[src/rtl/mdll_jm_meas.sv]
// rtl/mdll_jm_meas.sv - multi-channel windowed ones-counter for MDLL jitter measurement
module mdll_jm_meas #(
    parameter int NCH    = 2,
    parameter int CNT_W  = 20,
    parameter int NCYC_W = 16
) (
    input  logic                 clk_ref,
    input  logic                 rstb,
    input  logic                 en_jm,
    input  logic                 start,
    input  logic                 cont,
    input  logic [NCYC_W-1:0]    ncycle,
    input  logic [NCH-1:0]       sample,
    output logic [NCH*CNT_W-1:0] jm_out,
    output logic [NCH-1:0]       jm_ovf,
    output logic                 jm_valid,
    output logic                 done,
    output logic                 busy
);

    localparam logic [1:0] S_IDLE = 2'd0;
    localparam logic [1:0] S_RUN  = 2'd1;
    localparam logic [1:0] S_DONE = 2'd2;

    logic [1:0]        state;
    logic [NCYC_W-1:0] wcnt;
    logic [CNT_W-1:0]  acc     [NCH];
    logic [CNT_W-1:0]  acc_sum [NCH];
    logic [NCH-1:0]    ovf_int;
    logic [NCH-1:0]    sat_hit;

    // A full accumulator absorbs further ones instead of wrapping.
    always_comb begin
        for (int i = 0; i < NCH; i++) begin
            sat_hit[i] = sample[i] && (acc[i] == {CNT_W{1'b1}});
            acc_sum[i] = sat_hit[i] ? acc[i] : acc[i] + CNT_W'(sample[i]);
        end
    end

    always_ff @(posedge clk_ref or negedge rstb) begin
        if (!rstb) begin
            state    <= S_IDLE;
            wcnt     <= '0;
            ovf_int  <= '0;
            jm_out   <= '0;
            jm_ovf   <= '0;
            jm_valid <= 1'b0;
            done     <= 1'b0;
            busy     <= 1'b0;
            for (int i = 0; i < NCH; i++) acc[i] <= '0;
        end else begin
            case (state)
                S_IDLE: begin
                    if (en_jm && start) begin
                        state   <= S_RUN;
                        busy    <= 1'b1;
                        wcnt    <= ncycle;
                        ovf_int <= '0;
                        for (int i = 0; i < NCH; i++) acc[i] <= '0;
                    end
                end
                S_RUN: begin
                    if (!en_jm) begin
                        state <= S_IDLE;
                        busy  <= 1'b0;
                    end else if (wcnt != '0) begin
                        for (int i = 0; i < NCH; i++) acc[i] <= acc_sum[i];
                        ovf_int <= ovf_int | sat_hit;
                        wcnt    <= wcnt - NCYC_W'(1);
                    end else begin
                        // Final sample goes straight into the result; acc itself is never exposed.
                        for (int i = 0; i < NCH; i++) jm_out[i*CNT_W +: CNT_W] <= acc_sum[i];
                        jm_ovf   <= ovf_int | sat_hit;
                        jm_valid <= 1'b1;
                        done     <= 1'b1;
                        state    <= S_DONE;
                    end
                end
                S_DONE: begin
                    done    <= 1'b0;
                    ovf_int <= '0;
                    wcnt    <= ncycle;
                    for (int i = 0; i < NCH; i++) acc[i] <= '0;
                    if (cont && en_jm) begin
                        state <= S_RUN;
                    end else begin
                        state <= S_IDLE;
                        busy  <= 1'b0;
                    end
                end
                default: begin
                    state <= S_IDLE;
                    busy  <= 1'b0;
                    done  <= 1'b0;
                end
            endcase
        end
    end

endmodule
[config.mk]
export PLATFORM = sky130hd
export DESIGN_NAME = mdll_jm_meas
export DESIGN_NICKNAME = d
export VERILOG_FILES = /design/src/rtl/mdll_jm_meas.sv
export SDC_FILE = /design/constraint.sdc
export NUM_CORES = 1
export LEC_CHECK = 0
export CAP_MARGIN = 20
export CORE_ASPECT_RATIO = 1.75
export CORE_MARGIN = 4
export CORE_UTILIZATION = 45
export CTS_CLUSTER_DIAMETER = 100
export DETAILED_ROUTE_END_ITERATION = 7
export GPL_TIMING_DRIVEN = 0
export MAX_ROUTING_LAYER = met4
export PLACE_DENSITY = 0.77
export SYNTH_ARGS = -nofsm -noshare
export SYNTH_HDL_FRONTEND = slang
export SYNTH_SLANG_ARGS = --single-unit
[constraint.sdc]
create_clock -name clk_ref -period 6.84 [get_ports clk_ref]
set_input_delay 1.368 -clock clk_ref [delete_from_list [all_inputs] [get_ports clk_ref]]
set_output_delay 1.368 -clock clk_ref [all_outputs]
set_load 0.01 [all_outputs]
=== After elaboration in Yosys (flattened, before gate mapping) ===
Index checks and enable logic that the tools add are counted.

* Flip-flop bits (word level): 105
* Bits of input ports: 23
* Logic and storage cells: 65

* $add $sub $neg: 3
* Equality and inequality tests: 11
* Multiplexer cells: 26
* Bitwise operators: 3
* Reduce and logical (&&, ||, !) cells: 12

{| class="wikitable"
|+ Operators with widths
! operator !! number
|-
| $mux W40 || 3
|-
| $pmux W40 S3 || 1
|-
| $mux W16 || 3
|-
| $pmux W16 S3 || 1
|-
| $add A20 B1 Y20 || 2
|-
| $eq A20 B20 Y1 const B || 2
|-
| $mux W20 || 2
|-
| $reduce_bool A16 Y1 || 1
|-
| $sub A16 B1 Y16 const B || 1
|-
| $mux W2 || 6
|-
| $ne A2 B2 Y1 const B || 6
|-
| $pmux W2 S3 || 2
|-
| $reduce_and A3 Y1 || 3
|-
| $mux W1 || 6
|-
| $logic_and A1 B1 Y1 || 4
|-
| $reduce_and A4 Y1 || 1
|-
| $ne A3 B3 Y1 const B || 1
|-
| $pmux W1 S3 || 1
|-
| $reduce_bool A3 Y1 || 1
|-
| $eq A2 B1 Y1 const B || 1
|-
| $eq A2 B2 Y1 const B || 1
|-
| $logic_not A2 Y1 || 1
|-
| $not A1 Y1 || 2
|-
| $or A2 B2 Y2 || 1
|-
| other kinds (2) || 2
|}

=== Logic depth before layout (Yosys ltp) ===
Gate-level depths: netlist of run 1.

* Word-level depth: 6
* Mapped depth: 9
* Gate-level depth less buffers: 8

=== Worst setup path before layout of run 1 ===
OpenSTA, ideal clock, no wires.

* Path kind: input-to-reg
* Start: input port sample[1]
* End: register acc[12] in the netlist's numbering
* Arrival: 2.817 ns
* Setup slack: 3.940 ns
* Stages: 7
* Path buffers: 0
* Path through: ha_1 > ha_1 > nand3_1 > nor3_1 > nand4_1 > or3_1 > o21ai_0

* Word-level cells in the longest chain between the ends: 5

{| class="wikitable"
|+ Ends and longest elaborated chain
! what !! RTL line !! text
|-
| from (decl) || 13 || <nowiki>input logic [NCH-1:0] sample,</nowiki>
|-
| $add A20 B1 Y20 / $logic_and A1 B1 Y1 (equally long branches) || 36, 35 ||
|-
| $mux W20 (*) || 36 || <nowiki>acc_sum[i] = sat_hit[i] ? acc[i] : acc[i] + CNT_W'(sample[i]);</nowiki>
|-
| $mux W40 (*) || 66 || <nowiki>end else if (wcnt != '0) begin</nowiki>
|-
| $mux W40 (*) || 63 || <nowiki>if (!en_jm) begin</nowiki>
|-
| $pmux W40 S3 (*) || 52 || <nowiki>case (state)</nowiki>
|-
| to (decl) || 27 || <nowiki>logic [CNT_W-1:0] acc [NCH];</nowiki>
|}

Mark *: on every way between the ends. The rest lies on a longest branch, timed or not. The select of a mux whose other input is x is not followed.
A chain may end at the register's enable or synchronous reset.

=== Worst setup path after layout of run 1 ===
* Start: input port sample[1]
* End: register acc[18] in the netlist's numbering

The elaborated chain is that of the path after synthesis.

==> metrics.md, run 1 <==
| Metric | Value |
|---|---|
| Nets | `about 740` |
| FF-to-FF path depth | `8` |
| Final WL | `16200 µm` |
| Dominant synthesized flop cell | `dfrtp_1` |
| Die width | `between 90 and 100 µm` |
| CTS tree | `done` |
| Max_slew headroom | `30.5%` |
| Ys Warns | `0` |
| Core Region | `approximately 12000 µm²` |
| Worst R2R Start | `wcnt[0]` |
| Synth cell types | `52` |
| First-pass GRT wire length | `~26000 µm` |
| Critical Path Start | `sample[1]` |
| Die area | `approximately 14000 µm²` |
| Worst setup SP type | `input port` |
| Vias in the first global route | `5309` |
| LEAKAGE | `about 2.7 nW` |
| Clock period minus worst slack | `between 3 and 4 ns` |
| Post-DP HPWL | `roughly 12000 µm` |
| Yosys reg bits | `between 100 and 150` |
| Gr usage total | `between 20% and 30%` |
| CTS resizes | `0` |
| RD Place Congestion | `0.915` |
| Final Setup Violations | `0` |
| Antenna diodes | `0` |
| Die height | `about 160 µm` |
| CP Data Required Time | `around 7.1 ns` |
| FF-to-FF End | `acc[24]` |
| CTS buffer count | `9` |
| CTS Buffer Depth | `2` |
| Post-route DRC | `0` |
| Slowest cell delay on critical path | `0.52 ns` |
| Rows | `53` |
| F_max | `about 0.28 GHz` |
| Ratio of cells with drive above 1 in the final layout | `3.49%` |
| Delay-heaviest family, CP | `simple AND/OR/NAND/NOR gates` |
| Cells after Synth | `roughly 630` |
| Synthesized Nets | `roughly 660` |
| # clock sinks | `about 110` |
| Min-Delay Path Class | `reg2reg` |
| Hold Path Origin | `jm_out[33]` |
| Worst-Skew Late Latency | `between 0.3 and 0.4 ns` |
| Final Skew | `about 0.0057 ns` |
| CTS HTree Levels | `3` |
| Reg clk slew, reported paths | `around 0.07 ns` |
| Ys async rst share | `between 90% and 100%` |
| Post-synth EDFFs | `0` |
| Area post-placement | `between 6000 and 7000 µm²` |
| Hold depth | `2` |
| Buf+Inv Stages, Crit Path | `1` |
| DR vias/cell | `just under 6` |
| Clock Tree Root | `clkbuf_16` |
| Initial Util | `between 40 and 50%` |
| Largest net degree at the start of global routing | `56` |
| Slew Limit Fails | `0` |
| Crit path max fanout | `5` |
| Reg2Reg Setup Slack | `approximately 3.5 ns` |
| Syn_area_per_cell | `roughly 8.8 µm²` |
| Hold Violations, Final | `0` |
| Slew at the pin with the worst max-slew slack | `1.03 ns` |
| Routed Antenna Nets | `0` |
| Remaining Overflow, GRT | `0` |
| Dpl cells | `approximately 870` |
| Syn Std Cell Area | `between 5000 and 6000 µm²` |
| Sequential area share after synthesis | `between 40% and 50%` |
| Crit-path cells | `clkdlybuf4s50_1 > ha_1 > ha_1 > nand3_1 > nor3_1 > nand4_1 > or3_1 > o21ai_0` |
| Crit. End Element | `flip-flop` |
| Slowest cell on the critical path | `clkdlybuf4s50_1` |
| Area grow syn2layout | `21.1%` |
| WL/cell | `18.3 µm` |
| Status | `finished, final reports clean` |
| Setup tns final | `0 ns` |
| Starting DRC count in detailed routing | `278` |
| WHS Endpoint | `jm_out[33]` |
| Final period utilization | `between 50% and 60%` |
| Via count | `5231` |
| Post-layout util | `between 50% and 60%` |
| Worst Path Arrival | `~3.8 ns` |
| Postcts setup bufs | `0` |
| Drt first pass iters | `5` |
| Critical path's most frequent cell | `ha_1` |
| Peak supply drop | `about 0.15 mV` |
| # fillers | `about 1.1k` |
| CTS Hold Buffers Added | `0` |
| Fin cells | `882` |
| PortBufs | `between 60 and 70` |
| Design Area, Final | `between 6000 and 7000 µm²` |
| RSZ-0062 raised after global routing | `no` |
| Initial antenna violation count | `0` |
| Max Cap Viol | `0` |
| Pwr dens | `~200 nW/µm²` |
| I/O pin cnt | `between 60 and 70` |
| Critical setup path kind | `in2reg` |
[per-stage QoR]
step | total power [W] | setup WS [ns] | hold WS (ns)
after CTS | 0.00131 | 3.30 | 0.471
final | 0.00132 | 3.27 | 0.471
after global placement | 0.000826 | 0.426 | 0.450
after global routing | 0.00137 | 3.10 | 0.507
after floorplan | 0.000764 | 3.94 | 0.462
after detailed placement | 0.000835 | 2.95 | 0.451
[sequential cells by signal, indices dropped and copies added, names as in the netlist]
| register | count |
|---|---|
| state | 2 |
| jm_valid | 1 |
| wcnt | 16 |
| jm_ovf | 2 |
| jm_out | 40 |
| busy | 1 |
| done | 1 |
| ovf_int | 2 |
| acc | 40 |
[how the worst max path moves through the flow]
stage                     cells past startpoint  slack [ns]          to
after floorplan                               7        3.94     acc[12]
after global routing                          8        3.10     acc[16]
after detailed placement                      6        2.95      acc[2]
after CTS                                     7        3.30  jm_out[23]
after global placement                        1        0.43  jm_out[14]
final                                         8        3.27     acc[18]
[synth_stat cells, types with 3 or more instances]
cell type | instances | area [µm²]
ha_1 | 5 | 62.6
o21a_1 | 3 | 22.5
o21ai_0 | 74 | 370
nand4_1 | 16 | 100
inv_1 | 16 | 60.1
dfrtp_1 | 105 | 2630
a21o_1 | 5 | 37.5
a31oi_1 | 26 | 163
and4_1 | 4 | 35.0
or3_1 | 16 | 100
xor2_1 | 5 | 43.8
and3_1 | 16 | 100
nor3_1 | 17 | 85.1
and2_1 | 4 | 25.0
a21oi_1 | 57 | 285
nand2_1 | 64 | 240
a211oi_1 | 8 | 60.1
o211ai_1 | 3 | 22.5
nor2_1 | 40 | 150
or2_2 | 3 | 18.8
or4_1 | 3 | 22.5
xnor2_1 | 24 | 210
clkbuf_1 | 38 | 143
a41oi_1 | 6 | 52.6
nor4_1 | 7 | 43.8
nand2b_1 | 8 | 50.1
nand3_1 | 26 | 130
o31ai_1 | 3 | 22.5
[layer usage]
layer,share of wire [%],track usage [%],up-vias
met1,37,25.1,2501
met4,4.8,13.0,0
li1,-,-,2467
met5,0,-,-
met3,5.2,3.43,56
met2,53,42.7,207
[final cells by class]
class | count | area (µm²) | area share [%]
Clock buffer | 11 | 243 | 3.61
Sequential cell | 105 | 2630 | 39.0
Buffer | 41 | 170 | 2.53
Timing Repair Buffer | 68 | 696 | 10.3
Multi-Input combinational cell | 472 | 2700 | 40.1
Inverter | 16 | 60.1 | 0.892
Tap cell | 165 | 206 | 3.07
Clock inverter | 4 | 28.8 | 0.428
[power by group]
| part | switching, W | leakage, nW | internal, W |
|---|---|---|---|
| clock network | 0.000237 | 0.128 | 0.000256 |
| logic | 0.0000921 | 1.10 | 0.0000534 |
| registers | 0.0000313 | 1.42 | 0.000647 |
[placed cells by master (no fill, tap or decap), types with 7 or more instances in the layout]
| master | netlist | final |
|---|---|---|
| clkbuf_1 | 38 | 39 |
| clkbuf_16 | 0 | 9 |
| dfrtp_1 | 105 | 105 |
| nand4_1 | 16 | 16 |
| nand3_1 | 26 | 26 |
| o21ai_0 | 74 | 74 |
| xnor2_1 | 24 | 24 |
| nand2_1 | 64 | 64 |
| or3_1 | 16 | 16 |
| a211oi_1 | 8 | 8 |
| nor2_1 | 40 | 40 |
| nor3_1 | 17 | 17 |
| and3_1 | 16 | 16 |
| a21oi_1 | 57 | 57 |
| inv_1 | 16 | 16 |
| a31oi_1 | 26 | 26 |
| clkdlybuf4s50_1 | 0 | 66 |
| nand2b_1 | 8 | 8 |
| nor4_1 | 7 | 7 |
[tightest hold or removal path: stages (launching register included)]
cell	delay, ns
dfrtp_1	0.34
nand2_1	0.05
nand2_1	0.05
[cells by family (layout without fill, tap and decap cells)]
logic type	Yosys count	in the layout	synth area share, %
XOR/XNOR	29	29	4.57
adder cells (fa/ha/maj)	5	5	1.13
buffers and inverters	57	140	4.14
multiplexers	2	2	0.383
flip-flops	105	105	47.3
AND/OR/NAND/NOR	233	233	21.1
AO/OA/AOI/OAI	203	203	21.3
No activity file was read; power rests on OpenSTA's default activity.
==> run 2: changes to the inputs <==
Settings changed: PLACE_DENSITY 0.77 to 0.79.
Clock period 6.84 ns to 3 ns, I/O delays scaled along.
==> run 2 against run 1 <==
Net effect:
- total power rose by 140%
- combinational power up 130%
- critical path depth is the same
- routed wire length decreased by 0.20%
- clock power increased by 150%
- non-clock buffer count unchanged
- register-to-register slack got worse by 3.4 ns
- global-route usage shrank 0.22 points
- via count rose by 0.94%
- largest power group unchanged
- highest routed layer unchanged
- clock skew increased by 0.0070 ns
==> metrics.md, run 2 (synthesis gave the netlist of run 1 again) <==
| Metric | Value |
|---|---|
| Status | `finished, final reports clean` |
| Register area | `2630 µm² (unchanged)` |
| CTS Buffer Depth | `2 (unchanged)` |
| Initial antenna violation count | `0 (unchanged)` |
| FF-to-FF End | `jm_out[15]` |
| Area post-placement | `6460 µm² (unchanged)` |
| Max Cap Viol | `0 (unchanged)` |
| CTS tree | `done` |
| Ratio of cells with drive above 1 in the final layout | `5.02% (+1.5 points)` |
| Hold Violations, Final | `0 (unchanged)` |
| Via count | `5280 (+0.94%)` |
| Routed Antenna Nets | `0 (unchanged)` |
| CTS HTree Levels | `3 (unchanged)` |
| Min-Delay Path Class | `in2async` |
| CP Data Required Time | `3.26 ns (-3.85 ns)` |
| Rows | `53 (unchanged)` |
| # fillers | `1091 (-4.0%)` |
| Remaining Overflow, GRT | `0 (unchanged)` |
| Most frequent cells in the layout | `105 x dfrtp_1, 73 x o21ai_0, 66 x clkdlybuf4s50_1` |
| Setup tns final | `0 ns (unchanged)` |
| Nets | `741 (unchanged)` |
| Design Area, Final | `6800 µm² (+0.97%)` |
| Area of the multi-input gates | `2720 µm² (+0.83%)` |
| Clock period minus worst slack | `just under 3 ns` |
| Post-route DRC | `0 (unchanged)` |
| DR vias/cell | `5.99 (+0.94%)` |
| Crit path max fanout | `10 (+5)` |
| First-pass GRT wire length | `25900 µm (-1.5%)` |
| Final Skew | `0.0128 ns (+0.00703 ns)` |
| Initial Util | `46.0% (unchanged)` |
| Final WL | `16100 µm (-0.20%)` |
| PortBufs | `67 (unchanged)` |
| Area grow syn2layout | `22.3%` |
| Post-DP HPWL | `12000 µm (-0.18%)` |
| F_max | `between 0.3 and 0.4 GHz` |
| Worst-Skew Late Latency | `0.35 ns (about the same)` |
| Worst R2R Start | `wcnt[0]` |
| Reg clk slew, reported paths | `0.07 ns (about the same)` |
| Final Setup Violations | `0 (unchanged)` |
| # clock sinks | `105 (unchanged)` |
| WHS | `0.331 ns (-0.141 ns)` |
| Slew Limit Fails | `0 (unchanged)` |
| Pre-CTS setup slack | `-0.281 ns (-3.23 ns)` |
| WL/cell | `18.3 µm (-0.20%)` |
| Core Region | `12100 µm² (unchanged)` |
| FF-to-FF path depth | `8 (unchanged)` |
| RD Place Congestion | `0.933 (+2.0%)` |
| LEAKAGE | `2.71 nW (+2.1%)` |
| Gr usage total | `23.7% (-0.22 points)` |
| Critical Path Start | `wcnt[0]` |
| Final period utilization | `96.2%` |
| Die height | `155 µm (unchanged)` |
| Slowest cell delay on critical path | `0.57 ns (+0.05 ns)` |
| Die width | `92 µm (unchanged)` |
| Peak supply drop | `0.291 mV (+90%)` |
| Postcts setup bufs | `0 (unchanged)` |
| Regs by FF count | `acc: 40 flops, jm_out: 40 flops, wcnt: 16 flops` |
| Drt first pass iters | `5 (unchanged)` |
| Vias in the first global route | `5339 (+0.57%)` |
| Slowest cell on the critical path | `or4_4` |
| Most common cell after layout, fill and taps aside | `dfrtp_1` |
| Crit. End Element | `flip-flop` |
| Delay-heaviest family, CP | `simple AND/OR/NAND/NOR gates` |
| Worst Path Arrival | `3.14 ns (-0.70 ns)` |
| Critical setup path kind | `reg2reg` |
| Worst setup SP type | `flip-flop` |
| CTS buffer count | `9 (unchanged)` |
| Starting DRC count in detailed routing | `352 (+27%)` |
| Die area | `14300 µm² (unchanged)` |
| Max_slew headroom | `27.4% (-3.1 points)` |
| CTS Hold Buffers Added | `0 (unchanged)` |
| Antenna diodes | `0 (unchanged)` |
| Pwr dens | `458 nW/µm² (+130%)` |
| Worst setup margin | `0.114 ns (-3.16 ns)` |
| I/O pin cnt | `68 (unchanged)` |
| Reg2Reg Setup Slack | `0.11 ns (-3.36 ns)` |
| RSZ-0062 raised after global routing | `yes` |
| Largest net degree at the start of global routing | `59 (+5.4%)` |
| Slew at the pin with the worst max-slew slack | `1.08 ns (+0.0461 ns)` |
| Crit-path cells | `inv_1 > ha_1 > or3b_4 > or4_4 > or3_1 > buf_6 > clkbuf_1 > o21ai_0` |
| Clock Tree Root | `clkbuf_16` |
| Buf+Inv Stages, Crit Path | `3 (+2)` |
-- run 2: cell types whose count changed in the layout (fill, tap and decap cells not counted), sizes merged --
cell,before,now
clkinvlp,2,0
clkbuf,49,48
clkinv,1,3
inv,17,16
buf,5,6
bufinv,0,1
-- run 2: per-layer routing --
metal	global-route usage [%]	part of all wire (%)	vias up
li1	-	-	2476
met1	24.8	37	2534
met2	42.1	53	213
met3	3.24	4.8	57
met4	14.0	4.7	0
met5	-	0	-
-- run 2: area by class of cell --
class	instances	share of cell area, %
Multi-Input combinational cell	472	40.0
Clock buffer	11	3.72
Timing Repair Buffer	68	10.2
Sequential cell	105	38.7
Inverter	16	0.884
Buffer	41	2.63
Tap cell	165	3.04
Clock inverter	4	0.773
-- run 2: repair_timing --
action                     CTS  global route
setup endpoints to repair   53            61
gates resized for setup      5            12
pin swaps                    0             0
-- run 2: how the worst max path moves through the flow --
stage                 endpoint  slack, ns  depth (start not counted)
floorplan            jm_out[7]       0.33                          8
finish              jm_out[15]       0.11                          8
global route           acc[28]      -0.02                          9
detailed placement     acc[24]      -0.28                          8
CTS                  jm_out[4]       0.02                          9
global placement    jm_out[15]      -2.66                          1
-- run 2: report_power, final --
group / internal, W / switching, W
clock: 0.000691 / 0.000536
sequential: 0.00148 / 0.0000703
combinational: 0.000124 / 0.000216
-- run 2: stage by stage --
stage / util, % / power (W) / cells
final: 56.3 / 0.00311 / 882
after global routing: 56.3 / 0.00323 / 882
after CTS: 56.2 / 0.00312 / 882
after detailed placement: 53.5 / 0.00190 / 867
after global placement: 53.3 / 0.00188 / 866
after floorplan: - / 0.00174 / 634
-- run 2: worst reg2reg max path, cell delays in order (launching register included) --
cell	delay, ns
dfrtp_1	0.40
inv_1	0.10
ha_1	0.21
or3b_4	0.45
or4_4	0.58
or3_1	0.40
buf_6	0.16
clkbuf_1	0.26
o21ai_0	0.25
